File: config.mk
export PLATFORM = sky130hd
export DESIGN_NAME = if_fetch_stage_flat
export DESIGN_NICKNAME = d
export VERILOG_FILES = /design/src/rtl/if_fetch_stage_if.sv /design/src/rtl/if_fetch_stage.sv /design/src/flat_wrapper.sv
export SDC_FILE = /design/constraint.sdc
export NUM_CORES = 1
export LEC_CHECK = 0
export BUFFER_PORTS_ARGS = -buffer_cell sky130_fd_sc_hd__buf_2
export CORE_MARGIN = 1
export CORE_UTILIZATION = 45
export DETAILED_ROUTE_END_ITERATION = 6
export MAX_ROUTING_LAYER = met4
export PLACE_DENSITY_LB_ADDON = 0.15
export SYNTH_ARGS = -nofsm -noshare
export SYNTH_HDL_FRONTEND = slang
export SYNTH_SLANG_ARGS = --single-unit
File: constraint.sdc
create_clock -name clk -period 2.3 [get_ports clk]
set_clock_uncertainty 0.15 [all_clocks]
set_input_delay 0.115 -clock clk [delete_from_list [all_inputs] [get_ports clk]]
set_output_delay 0.115 -clock clk [all_outputs]
set_load 0.005 [all_outputs]
File: src/rtl/if_fetch_stage_if.sv
// rtl/if_fetch_stage_if.sv - instruction-memory and decode handshake bundle for the fetch stage
interface if_fetch_stage_if;
    logic        imem_req;
    logic [31:0] imem_addr;
    logic        imem_ready;
    logic        imem_rvalid;
    logic [31:0] imem_rdata;
    logic        if_valid;
    logic [31:0] if_instr;
    logic [31:0] if_pc;
    logic        id_ready;

    modport master (
        output imem_req, imem_addr, if_valid, if_instr, if_pc,
        input  imem_ready, imem_rvalid, imem_rdata, id_ready
    );

    modport slave (
        input  imem_req, imem_addr, if_valid, if_instr, if_pc,
        output imem_ready, imem_rvalid, imem_rdata, id_ready
    );
endinterface

File: src/rtl/if_fetch_stage.sv
// rtl/if_fetch_stage.sv - MIPS instruction-fetch stage with PC register, single-outstanding fetch and decode handoff
module if_fetch_stage #(
    parameter logic [31:0] RESET_PC = 32'h0000_0000
) (
    input  logic               clk,
    input  logic               rst_n,
    if_fetch_stage_if.master   bus,
    input  logic [31:0]        npc_in,
    output logic [31:0]        pc_out,
    input  logic               flush,
    input  logic [31:0]        flush_pc,
    output logic [31:0]        fetch_count
);
    typedef enum logic [2:0] {S_IDLE, S_REQ, S_WAIT, S_HOLD, S_DRAIN} state_t;

    state_t      state, next_state;
    logic [31:0] pc;
    logic        valid_q;
    logic [31:0] instr_q;
    logic [31:0] ipc_q;
    logic [31:0] count_q;
    logic        handshake;
    logic        capture;

    assign handshake = (state == S_HOLD) && valid_q && bus.id_ready && !flush;
    assign capture   = (state == S_WAIT) && bus.imem_rvalid && !flush;

    assign bus.imem_req  = (state == S_REQ);
    assign bus.imem_addr = pc;
    assign bus.if_valid  = valid_q;
    assign bus.if_instr  = instr_q;
    assign bus.if_pc     = ipc_q;
    assign pc_out        = pc;
    assign fetch_count   = count_q;

    always_ff @(posedge clk or negedge rst_n) begin
        if (!rst_n) state <= S_IDLE;
        else        state <= next_state;
    end

    always_comb begin
        next_state = state;
        case (state)
            S_IDLE:  next_state = S_REQ;
            // An accepted request leaves a response in flight, flushed or not
            S_REQ:   if (bus.imem_ready)     next_state = flush ? S_DRAIN : S_WAIT;
            S_WAIT:  if (flush)              next_state = bus.imem_rvalid ? S_REQ : S_DRAIN;
                     else if (bus.imem_rvalid) next_state = S_HOLD;
            S_HOLD:  if (flush || handshake) next_state = S_REQ;
            S_DRAIN: if (bus.imem_rvalid)    next_state = S_REQ;
            default: next_state = S_IDLE;
        endcase
    end

    always_ff @(posedge clk or negedge rst_n) begin
        if (!rst_n) begin
            pc      <= RESET_PC;
            valid_q <= 1'b0;
            instr_q <= 32'h0;
            ipc_q   <= 32'h0;
            count_q <= 32'h0;
        end else if (flush) begin
            pc      <= flush_pc;
            valid_q <= 1'b0;
        end else if (capture) begin
            instr_q <= bus.imem_rdata;
            ipc_q   <= pc;
            valid_q <= 1'b1;
        end else if (handshake) begin
            pc      <= npc_in;
            valid_q <= 1'b0;
            count_q <= count_q + 32'd1;
        end
    end
endmodule

File: src/flat_wrapper.sv
// flat-port wrapper written by rule: the top's interface ports become plain ports
module if_fetch_stage_flat 
#(
    parameter logic [31:0] RESET_PC = 32'h0000_0000
)
  (clk, rst_n, npc_in, pc_out, flush, flush_pc, fetch_count, bus_imem_req, bus_imem_addr, bus_if_valid, bus_if_instr, bus_if_pc, bus_imem_ready, bus_imem_rvalid, bus_imem_rdata, bus_id_ready);
  if_fetch_stage_if bus_i ();
  input  logic clk;
  input  logic rst_n;
  input  logic [31:0] npc_in;
  output logic [31:0] pc_out;
  input  logic flush;
  input  logic [31:0] flush_pc;
  output logic [31:0] fetch_count;
  output wire logic [$bits(bus_i.imem_req)-1:0] bus_imem_req;
  output wire logic [$bits(bus_i.imem_addr)-1:0] bus_imem_addr;
  output wire logic [$bits(bus_i.if_valid)-1:0] bus_if_valid;
  output wire logic [$bits(bus_i.if_instr)-1:0] bus_if_instr;
  output wire logic [$bits(bus_i.if_pc)-1:0] bus_if_pc;
  input wire logic [$bits(bus_i.imem_ready)-1:0] bus_imem_ready;
  input wire logic [$bits(bus_i.imem_rvalid)-1:0] bus_imem_rvalid;
  input wire logic [$bits(bus_i.imem_rdata)-1:0] bus_imem_rdata;
  input wire logic [$bits(bus_i.id_ready)-1:0] bus_id_ready;
  assign bus_imem_req = bus_i.imem_req;
  assign bus_imem_addr = bus_i.imem_addr;
  assign bus_if_valid = bus_i.if_valid;
  assign bus_if_instr = bus_i.if_instr;
  assign bus_if_pc = bus_i.if_pc;
  assign bus_i.imem_ready = bus_imem_ready;
  assign bus_i.imem_rvalid = bus_imem_rvalid;
  assign bus_i.imem_rdata = bus_imem_rdata;
  assign bus_i.id_ready = bus_id_ready;
  if_fetch_stage #(.RESET_PC(RESET_PC)) u_core (.clk(clk), .rst_n(rst_n), .bus(bus_i), .npc_in(npc_in), .pc_out(pc_out), .flush(flush), .flush_pc(flush_pc), .fetch_count(fetch_count));
endmodule
==> results.cfg <==
[power]
power_mw = 7.70
peakVddDrop_uv = 654
leakage_nw = 4.60
cellPowerDensity_mw_per_mm2 = 865

[synth]
synthMuxAreaShare = 0.178
synth_top_cell_area_share = 0.560
postSynth.asyncResetShare = 1.00
avgSynthCellArea_sq_um = 12.4
synth_xor_area_frac = 0.0460
synth_edf_count = 0
synth_area_sq_mm = 0.00590
ys_seq_area_frac = 0.560
syn_nets = 580
synth_top_family_by_area = multiplexers
synthMostInstantiatedCell = dfrtp_1
synth_common_cells = dfrtp_1 (132), mux2_2 (51), nand2_1 (47), buf_4 (35), o21ai_0 (34)
synth_seq_cells = 132
synth_top_area_cell = dfrtp_1
yosys.area_share.adder = 0.00212
synthSimpleGateAreaFrac = 0.110
synth_cell_types = 35
synth_cells = 477
synth_compound_area_frac = 0.0343
synthFlopType = dfrtp_1
synth_area_leaders = dfrtp_1 (56%), mux2_2 (9.7%), mux2i_1 (5.4%), buf_4 (4.5%), xor2_1 (3.6%)
yosys_warnings = 0

[detailed_routing]
vias = 4903
wl_per_cell_um = 15.7
drc = 0
maxUsedRoutingLayer = met4
routed_wl_um = 15700
wl_met2_um = 8140
routed-wl-met3_um = 809
drt_iter0_drc = 243
viasPerCell = 4.88
postRouteAntennaNets = 0
dr.pass1.iters = 4
route.layer.met1.wl_um = 6530

[sta]
hold_viol_final = 0
slew_viol_final = 0
fin_crit_sh = 0.966
whs_ns = 0.0611
slew_headroom = 0.536
tns_ns = 0
setup_violations = 0
clock.fmax_mhz = 450
worst-slew-pin-transition_ns = 0.697
period_minus_slack_ns = 2.22

[final_layout]
ff_latch_area_sq_mm = 0.00331
multi_input_area_sq_mm = 0.00221
n_fill_cell = 949
finish.utilization = 0.700
diodes = 0
area_growth_pct = 50.9
drive_gt1_frac = 0.459
fin_nets = 923

[clock_tree]
cts_root_buffer = clkbuf_16
clk_pin_slew_ns = 0.05
cts_tree = yes
clock_path_buffers = 2
cts_sinks = 132
clk-insertion-delay-late_ns = 0.41
htreeDepth = 4
cts_inserted_buffers = 17

[floorplan]
die_x_um = 117
rows = 41
core_area_sq_mm = 0.0127
die_h_um = 117
start_util = 0.464
fp.dieArea_sq_mm = 0.0136
ios = 264

[job]
max_cap_violations = 0

[worst_setup_path]
cp_slowest_cell = dlygate4sd3_1
cp.arrival_ns = 2.36
max_stage_delay_ns = 0.59
r2r_start = u_core.state[2]$_DFFE_PN0P_
worstPathRequired_ns = 2.44
crit_type = reg2reg
critPathLaunch = u_core.state[2]$_DFFE_PN0P_
cpLargestDelayFamily = buffers and inverters
endpoint_kind = flop
start_kind = flop
critPathBufInv = 2
cp_cell_sequence = nand2b_4 > nor2_4 > buf_12 > mux2i_2 > o21ai_0 > dlygate4sd3_1
worst-path-max-fanout = 5

[run_status]
status = completed

[global_route]
grt_max_degree = 133
grt.overflow.total = 0
grt_pass1_vias = 4738
grt_pass1_wl_um = 23400
antenna_found_initial = 0
grt.total_usage = 0.234

[worst_hold_path]
hold_start = bus_id_ready
hp-class = in2reg

[place]
io_buffers = 263
gp_congestion = 0.788
dp_hpwl_um = 9510
report_power, final:
part	internal (mW)	switching, mW	total [mW]
clock network	1.70	0.966	2.67
registers	2.90	0.331	3.23
logic	1.07	0.728	1.80
final timing paths:
check	end	slack (ns)	cells after the start
worst max-delay path	u_core.bus.imem_addr[2]$_DFFE_PN0P_	0.08	6
worst min-delay path	u_core.fetch_count[0]$_DFFE_PN0P_	0.06	4
worst max register to register	u_core.bus.imem_addr[2]$_DFFE_PN0P_	0.08	6
worst min register to register	u_core.fetch_count[31]$_DFFE_PN0P_	0.31	1
max in group asynchronous	u_core.state[2]$_DFFE_PN0P_	1.27	3
min in group asynchronous	u_core.fetch_count[17]$_DFFE_PN0P_	0.21	3
layout make-up:
| class | instances | share of cell area |
|---|---|---|
| multi-input cells | 279 | 0.248 |
| clock buffers | 23 | 0.0548 |
| inverters | 11 | 0.00464 |
| flip-flops and latches | 132 | 0.371 |
| well taps | 172 | 0.0242 |
| clock inverters | 9 | 0.0114 |
| repair buffers | 379 | 0.286 |
stage by stage:
stage | cell area [sq um] | setup slack (ns) | cells
floorplan | 5900 | 0.357 | 477
global placement | 7160 | 0.269 | 862
detailed placement | 7160 | 0.197 | 862
CTS | 8760 | 0.0252 | 995
global route | 8910 | -0.0124 | 1005
finish | 8910 | 0.0783 | 1005
what timing repair did:
item / 4_1_cts / 5_1_grt
endpoints found under the hold margin: 201 / 2
hold buffers: 101 / 2
buffers inserted: 0 / 6
gates resized for setup: 0 / 5
endpoints found under the setup margin: 0 / 31
flip-flops by register name, indices dropped and copies added, names as in the netlist:
name	count
u_core.bus.if_instr	32
u_core.bus.imem_addr	32
u_core.fetch_count	32
u_core.bus.if_valid	1
u_core.state	3
u_core.bus.if_pc	32
kinds of logic (layout without fill, tap and decap cells):
group | after synthesis | after routing
AO/OA/AOI/OAI | 39 | 39
XOR/XNOR | 31 | 31
adder cells (fa/ha/maj) | 1 | 1
buffers and inverters | 66 | 422
flip-flops | 132 | 132
multiplexers | 97 | 97
AND/OR/NAND/NOR | 111 | 111
cells in the final DEF, fill, tap and decap left out, types with 4 or more instances in the layout:
cell type      instances
buf_2                262
dfrtp_1              129
dlygate4sd3_1        101
mux2_2                51
nand2_1               47
o21ai_0               34
mux2i_1               31
xor2_1                24
clkbuf_16             20
mux2_1                14
inv_1                 11
nor3_1                11
nand3_1               10
buf_4                  8
xnor2_1                7
nor2_1                 6
nor3_2                 6
and4_1                 5
clkinv_2               5
nor4_2                 4
nor4_1                 4
clkbuf_8               4
buf_12                 4
metal layers:
metal,global-route usage,up-vias
li1,-,2308
met1,0.268,2413
met2,0.395,164
met3,0.0576,18
met4,0.0928,0
met5,-,-
worst reg2reg max path: cells and delay by family, from the launching register on:
family | cells | cell delay, ns
AND/OR/NAND/NOR | 2 | 0.42
buffers and inverters | 2 | 0.77
flip-flops | 1 | 0.41
AO/OA/AOI/OAI | 1 | 0.12
multiplexers | 1 | 0.22
(Power assumes the default switching activity.)
